## src/rtl/multi_pulser_pkg.sv

```systemverilog
// Shared definitions for the multi-channel push-button pulser: channel FSM
// states and the helpers that size the per-channel counters.
package multi_pulser_pkg;

    typedef enum logic [1:0] {
        ST_IDLE    = 2'd0,
        ST_PRESSED = 2'd1,
        ST_REPEAT  = 2'd2
    } pulser_state_e;

    function automatic int max_of(input int a, input int b);
        return (a > b) ? a : b;
    endfunction

    // Debounce counter must reach DEBOUNCE-1; never narrower than one bit.
    function automatic int cnt_width(input int debounce);
        int w;
        w = $clog2(debounce + 1);
        return (w < 1) ? 1 : w;
    endfunction

    // Repeat counter holds up to max(delay, period)-1 and is cleared at terminal count.
    function automatic int rcnt_width(input int delay, input int period);
        int w;
        w = $clog2(max_of(delay, period));
        return (w < 1) ? 1 : w;
    endfunction

endpackage

```

## src/rtl/multi_pulser_channel.sv

```systemverilog
// One push-button channel: two-flop synchroniser, counter debounce and a
// press/auto-repeat FSM that emits a registered one-clock pulse.
module multi_pulser_channel
    import multi_pulser_pkg::*;
#(
    parameter int DEBOUNCE      = 4,
    parameter int REPEAT_DELAY  = 16,
    parameter int REPEAT_PERIOD = 8
) (
    input  logic clk,
    input  logic reset,
    input  logic pb,
    input  logic repeat_en,
    output logic pulse,
    output logic held
);

    localparam int CNT_W  = cnt_width(DEBOUNCE);
    localparam int RCNT_W = rcnt_width(REPEAT_DELAY, REPEAT_PERIOD);

    localparam logic [CNT_W-1:0]  CNT_LAST    = CNT_W'(DEBOUNCE - 1);
    localparam logic [RCNT_W-1:0] DELAY_LAST  = RCNT_W'(REPEAT_DELAY - 1);
    localparam logic [RCNT_W-1:0] PERIOD_LAST = RCNT_W'(REPEAT_PERIOD - 1);

    logic              s1_q, s1_d;
    logic              s2_q, s2_d;
    logic              held_q, held_d;
    logic [CNT_W-1:0]  cnt_q, cnt_d;
    logic [RCNT_W-1:0] rcnt_q, rcnt_d;
    logic              pulse_q, pulse_d;
    pulser_state_e     state_q, state_d;
    logic              accept_rise;
    logic              accept_fall;

    // Synchronise the raw level and accept a new level only after it has held steady.
    always_comb begin
        s1_d        = pb;
        s2_d        = s1_q;
        held_d      = held_q;
        cnt_d       = '0;
        accept_rise = 1'b0;
        accept_fall = 1'b0;
        if (s2_q != held_q) begin
            if (cnt_q == CNT_LAST) begin
                held_d      = s2_q;
                accept_rise = s2_q;
                accept_fall = ~s2_q;
            end else begin
                cnt_d = cnt_q + CNT_W'(1);
            end
        end
    end

    // Press FSM: pulse on acceptance, then optional hold-to-repeat pulses.
    always_comb begin
        state_d = state_q;
        rcnt_d  = rcnt_q;
        pulse_d = 1'b0;
        case (state_q)
            ST_IDLE: begin
                if (accept_rise) begin
                    pulse_d = 1'b1;
                    rcnt_d  = '0;
                    state_d = ST_PRESSED;
                end
            end
            ST_PRESSED: begin
                if (accept_fall) begin
                    rcnt_d  = '0;
                    state_d = ST_IDLE;
                end else if (repeat_en) begin
                    if (rcnt_q == DELAY_LAST) begin
                        pulse_d = 1'b1;
                        rcnt_d  = '0;
                        state_d = ST_REPEAT;
                    end else begin
                        rcnt_d = rcnt_q + RCNT_W'(1);
                    end
                end
            end
            ST_REPEAT: begin
                if (accept_fall) begin
                    rcnt_d  = '0;
                    state_d = ST_IDLE;
                end else if (repeat_en) begin
                    if (rcnt_q == PERIOD_LAST) begin
                        pulse_d = 1'b1;
                        rcnt_d  = '0;
                    end else begin
                        rcnt_d = rcnt_q + RCNT_W'(1);
                    end
                end
            end
            default: begin
                rcnt_d  = '0;
                state_d = ST_IDLE;
            end
        endcase
    end

    // Channel state registers, cleared asynchronously.
    always_ff @(posedge clk or negedge reset) begin
        if (!reset) begin
            s1_q    <= 1'b0;
            s2_q    <= 1'b0;
            held_q  <= 1'b0;
            cnt_q   <= '0;
            rcnt_q  <= '0;
            pulse_q <= 1'b0;
            state_q <= ST_IDLE;
        end else begin
            s1_q    <= s1_d;
            s2_q    <= s2_d;
            held_q  <= held_d;
            cnt_q   <= cnt_d;
            rcnt_q  <= rcnt_d;
            pulse_q <= pulse_d;
            state_q <= state_d;
        end
    end

    assign pulse = pulse_q;
    assign held  = held_q;

endmodule

```

## src/rtl/multi_pulser.sv

```systemverilog
// N independent push-button channels sharing clock, reset and the repeat mode.
module multi_pulser
    import multi_pulser_pkg::*;
#(
    parameter int CHANNELS      = 4,
    parameter int DEBOUNCE      = 4,
    parameter int REPEAT_DELAY  = 16,
    parameter int REPEAT_PERIOD = 8
) (
    input  logic                clk,
    input  logic                reset,
    input  logic [CHANNELS-1:0] pb,
    input  logic                repeat_en,
    output logic [CHANNELS-1:0] pulse,
    output logic [CHANNELS-1:0] held
);

    for (genvar i = 0; i < CHANNELS; i++) begin : g_channel
        multi_pulser_channel #(
            .DEBOUNCE      (DEBOUNCE),
            .REPEAT_DELAY  (REPEAT_DELAY),
            .REPEAT_PERIOD (REPEAT_PERIOD)
        ) u_channel (
            .clk       (clk),
            .reset     (reset),
            .pb        (pb[i]),
            .repeat_en (repeat_en),
            .pulse     (pulse[i]),
            .held      (held[i])
        );
    end

endmodule

```

## config.mk

```make
export PLATFORM = sky130hd
export DESIGN_NAME = multi_pulser
export DESIGN_NICKNAME = d
export VERILOG_FILES = /design/src/rtl/multi_pulser_pkg.sv /design/src/rtl/multi_pulser_channel.sv /design/src/rtl/multi_pulser.sv
export SDC_FILE = /design/constraint.sdc
export NUM_CORES = 1
export LEC_CHECK = 0
export BUFFER_PORTS_ARGS = -buffer_cell sky130_fd_sc_hd__clkbuf_2
export CORE_ASPECT_RATIO = 1.25
export CORE_UTILIZATION = 35
export DETAILED_ROUTE_END_ITERATION = 7
export PLACE_DENSITY_LB_ADDON = 0.15
export SKIP_CTS_REPAIR_TIMING = 1
export SYNTH_ARGS = -nofsm -noshare
export SYNTH_HDL_FRONTEND = slang
export SYNTH_SLANG_ARGS = --single-unit
```

## constraint.sdc

```tcl
create_clock -name clk -period 5.2 [get_ports clk]
set_clock_uncertainty 0.1 [all_clocks]
set_input_delay 1.04 -clock clk [delete_from_list [all_inputs] [get_ports clk]]
set_output_delay 1.04 -clock clk [all_outputs]
set_load 0.02 [all_outputs]
```

==> impl_summary.md <==
Outcome
The flow ran to the end, and the final reports show no timing, DRC or antenna violations.

Critical path
The depth of the worst register-to-register path is 6. Traced cell by cell, the critical path runs through clkbuf_2 > inv_1 > o221ai_1 > and2_1 > mux2_2. The data required time at the worst endpoint is 5.29 ns.

The startpoint class of the critical path is an input pin. The worst register-to-register path has a setup slack of 3.21 ns. The critical setup path kind is input pin to register. In this run the critical register-to-register path is launched from g_channel[2].u_channel.state_q[0]. STA classifies the critical path endpoint as a register. The largest single stage delay on the critical path is 0.27 ns. The maximum net fanout on the critical path is 11. The endpoint identified for the worst register-to-register timing path is g_channel[2].u_channel.rcnt_q[1].

The worst endpoint data arrival time is 2.27 ns. In this run the worst setup path begins at repeat_en. The cell with the biggest individual delay on the critical path is inv_1.

Final layout
The final layout contains between 300 and 400 nets. The area added between synthesis and finish is 6.85%. The sequential cell area in the final layout is 1300 sq um. The antenna diode count is 0.

The layout has 826 filler cells. Summing all multi-input logic gate instances after layout gives 1610 sq um. Cells with a size suffix above 1 make up 13.6% of the layout.

CTS
The cell sitting at the root of the clock tree is a clkbuf_8. The longest clock path from root to sink contains 2 buffers. The clock transition at the register clock pins on the worst setup and hold paths after CTS is ~0.09 ns.

The clock tree from TritonCTS is yes. At the later pin of the worst-skew pair, clock insertion delay measures 0.30 ns. The number of sinks driven by the clock tree is 52. The total number of H-tree levels is 2. The TritonCTS buffer count is 5.

Synth
After synthesis, the share of flip-flops with an asynchronous set or reset is 100%. The number of nets in the synthesized netlist is 320. In this run the mean area of a mapped cell was about 11 sq um.

Ranked by instance count, the synthesized netlist is headed by 52 x dfrtp_1, 24 x ha_1, 20 x a21oi_1. In the post-synthesis netlist, the biggest area contributors are dfrtp_1 43%, ha_1 9.8%, a21oi_1 3.3%, nand2_1 2.2%, nor3b_1 2.2%. The synthesized design contains 52 register bits. Summed over all instances, the cell type with the most area after synthesis is dfrtp_1.

The mapped netlist covers 3050 sq um. The most numerous cell in the Yosys netlist is dfrtp_1. The cell count after synthesis came out at between 200 and 300.

The dominant register cell in the synthesized netlist is dfrtp_1. After synthesis, flip-flops and latches occupy 42.7% of the total area. The share of synthesized area in the top cell type comes to 42.7%. In this run, synthesis inferred 0 flip-flops with an integrated enable. The number of unique standard cell types used by synthesis is 64. The count of synthesis-stage warnings from yosys is 0.

Power
The combinational share of power is 40.4%. Summed over all nets, the switching power comes to 0.524 mW. In this run the power density over the cells is between 400 and 500 nW/um^2. The sequential fraction of design power is 41.9%. The clock share of power is between 10% and 20%. The reported leakage power is roughly 1.4 nW. The internal portion of the total power is 0.828 mW. The switching portion of total power is 38.7%.

The worst voltage drop across the vdd grid is 0.133 mV.

STA
Setup repair after global routing left no endpoint under its margin. The max-slew headroom at the worst pin is 56.5%. The final number of max-transition violations came to 0. The worst slack on hold paths is 0.250 ns.

For the final routed database, the setup TNS stands at 0 ns. The share of the cycle needed by the critical path after routing is 42.0%. The setup violation total in the final timing report is 0.

The slew at the pin with the worst max-slew slack is 0.652 ns. Based on the critical path, the design can be clocked at up to 458 MHz. The final number of hold-violating endpoints is 0. The minimum clock period after layout is approximately 2.2 ns.

Die
Once the floorplan was initialized, standard cells occupied 36.6% of the core. The count of boundary I/O pins is 15. The die area is 9100 sq um. In this run the vertical extent of the chip is 106 microns.

The cell row count is 37. The width of the die is 85.5 microns. In this run the standard cell core region covers between 8000 and 9000 sq um.

Route
Summing over every cut layer, the via total after detailed routing is 2159. The first-pass iteration count of the detailed router is 4. The initial detailed-routing violation count is 60. The via-per-instance ratio is 5.42.

For this run, design rule violations remaining after detail routing come to 0. The wire length per cell is 13.8 microns. In this run the remaining antenna-violating nets after routing total 0. The routed design has 5500 microns of wire.

Global routing
The number of global-route vias before repair was 2155. Global routing consumed, over all layers together, 13.3% of the routing resources. Entering global routing, the biggest net connects 53 pins.

The residual overflow from global routing is 0. The number of antenna violations at the first check in global routing is 0. The global-route wire length before repair is 9800 microns.

Hold path
The start point of the worst hold path is g_channel[1].u_channel.s1_q. The worst hold path passes through 0 cells. The worst min-delay path endpoint is g_channel[1].u_channel.s2_q. The path class of the lowest-slack min-delay path is register to register.

Placed design
Detailed placement finished with a half-perimeter wire length of ~4000 microns. The congestion estimate from routability-driven global placement came to about 0.75. The number of input and output port buffers inserted is 14.

Flow run
Max-cap violations in this run came to 0.
-- cell type report --
cell class	instances	share of cell area, %
Timing Repair Buffer	15	2.38
Clock buffer	8	2.76
Sequential cell	52	39.9
Multi-Input combinational cell	211	49.5
Tap cell	97	3.72
Inverter	15	1.73
-- cells in the final DEF (no fill, tap or decap), types with 2 or more instances in the layout --
cell       netlist  routed
o22ai_1          4       4
or2_2            2       2
mux2i_1          4       4
and3_1           3       3
a2bb2oi_1        2       2
nand2_1         18      18
a21boi_0         2       2
nand4_1          3       3
and4bb_2         2       2
o311ai_0         3       3
o211ai_1         2       2
mux2_2           6       6
clkbuf_1         1       2
nand4bb_1        4       4
nor2_1           9       9
a21o_1           3       3
o21bai_1         2       2
and2_1           2       2
xnor2_1          4       4
o21ai_0          9       9
nor3b_1          9       9
nor2b_1          7       7
o21a_1           3       3
inv_1           15      15
nand3_1          8       8
a21oi_1         20      20
a31oi_1          2       2
nand4b_1         2       2
a211o_1          2       2
dfrtp_1         52      52
a22o_1           2       2
clkbuf_8         0       6
nor3_1          13      13
clkbuf_2         0      14
ha_1            24      24
nand2b_1         7       7
o221ai_1         2       2
-- worst max-delay path by stage --
stage,endpoint,cells past startpoint
after floorplan,g_channel[2].u_channel.state_q[1],5
after global placement,g_channel[1].u_channel.rcnt_q[0],5
after detailed placement,g_channel[1].u_channel.rcnt_q[0],5
after CTS,g_channel[1].u_channel.rcnt_q[0],5
after global routing,g_channel[1].u_channel.rcnt_q[0],5
final,g_channel[1].u_channel.rcnt_q[0],5
-- metal layers --
metal	vias up	global-route usage [%]	part of all wire, %
li1	1089	-	-
met3	4	2.56	1.8
met1	1051	16.5	48
met5	-	0	0
met2	15	23.2	49
met4	0	4.29	1.1
-- per-stage QoR --
stage	power, mW	cells	area [sq um]	utilization [%]	worst slack, ns
2_1_floorplan	1.02	289	3050	-	3.07
3_3_place_gp	1.12	390	3170	38.0	2.73
3_5_place_dp	1.12	390	3170	38.0	2.68
4_1_cts	1.38	398	3260	39.1	3.01
5_1_grt	1.47	398	3260	39.1	2.92
6_report	1.35	398	3260	39.1	3.02
-- worst max-delay path, delay by kind of cell --
family | cells | cell delay, ns
buffers and inverters | 2 | 0.48
muxes | 1 | 0.27
and+or+nand+nor | 1 | 0.24
AOI/OAI and AO/OA | 1 | 0.23
-- flip-flops by register name, summed over array words and instances, names as in the netlist --
name                         count
g_channel.u_channel.held         4
g_channel.u_channel.s1_q         4
g_channel.u_channel.pulse        4
g_channel.u_channel.state_q      8
g_channel.u_channel.s2_q         4
g_channel.u_channel.rcnt_q      16
g_channel.u_channel.cnt_q       12
-- power by group through the flow --
stage               registers (mW)  logic [mW]  clock network (mW)
floorplan                    0.555       0.461                   0
global placement             0.574       0.548                   0
detailed placement           0.576       0.548                   0
CTS                          0.568       0.550               0.258
global route                 0.583       0.620               0.271
finish                       0.567       0.546               0.239
-- cell families after synthesis --
kind of cell,count (synthesis),share of synthesized area (%)
xor+xnor,4,1.15
fa+ha+maj,24,9.84
flops,52,42.7
compound gates,75,18.1
mux,10,3.53
simple gates,98,20.3
buf+inv,26,4.47
No activity file was read; power rests on OpenSTA's default activity.
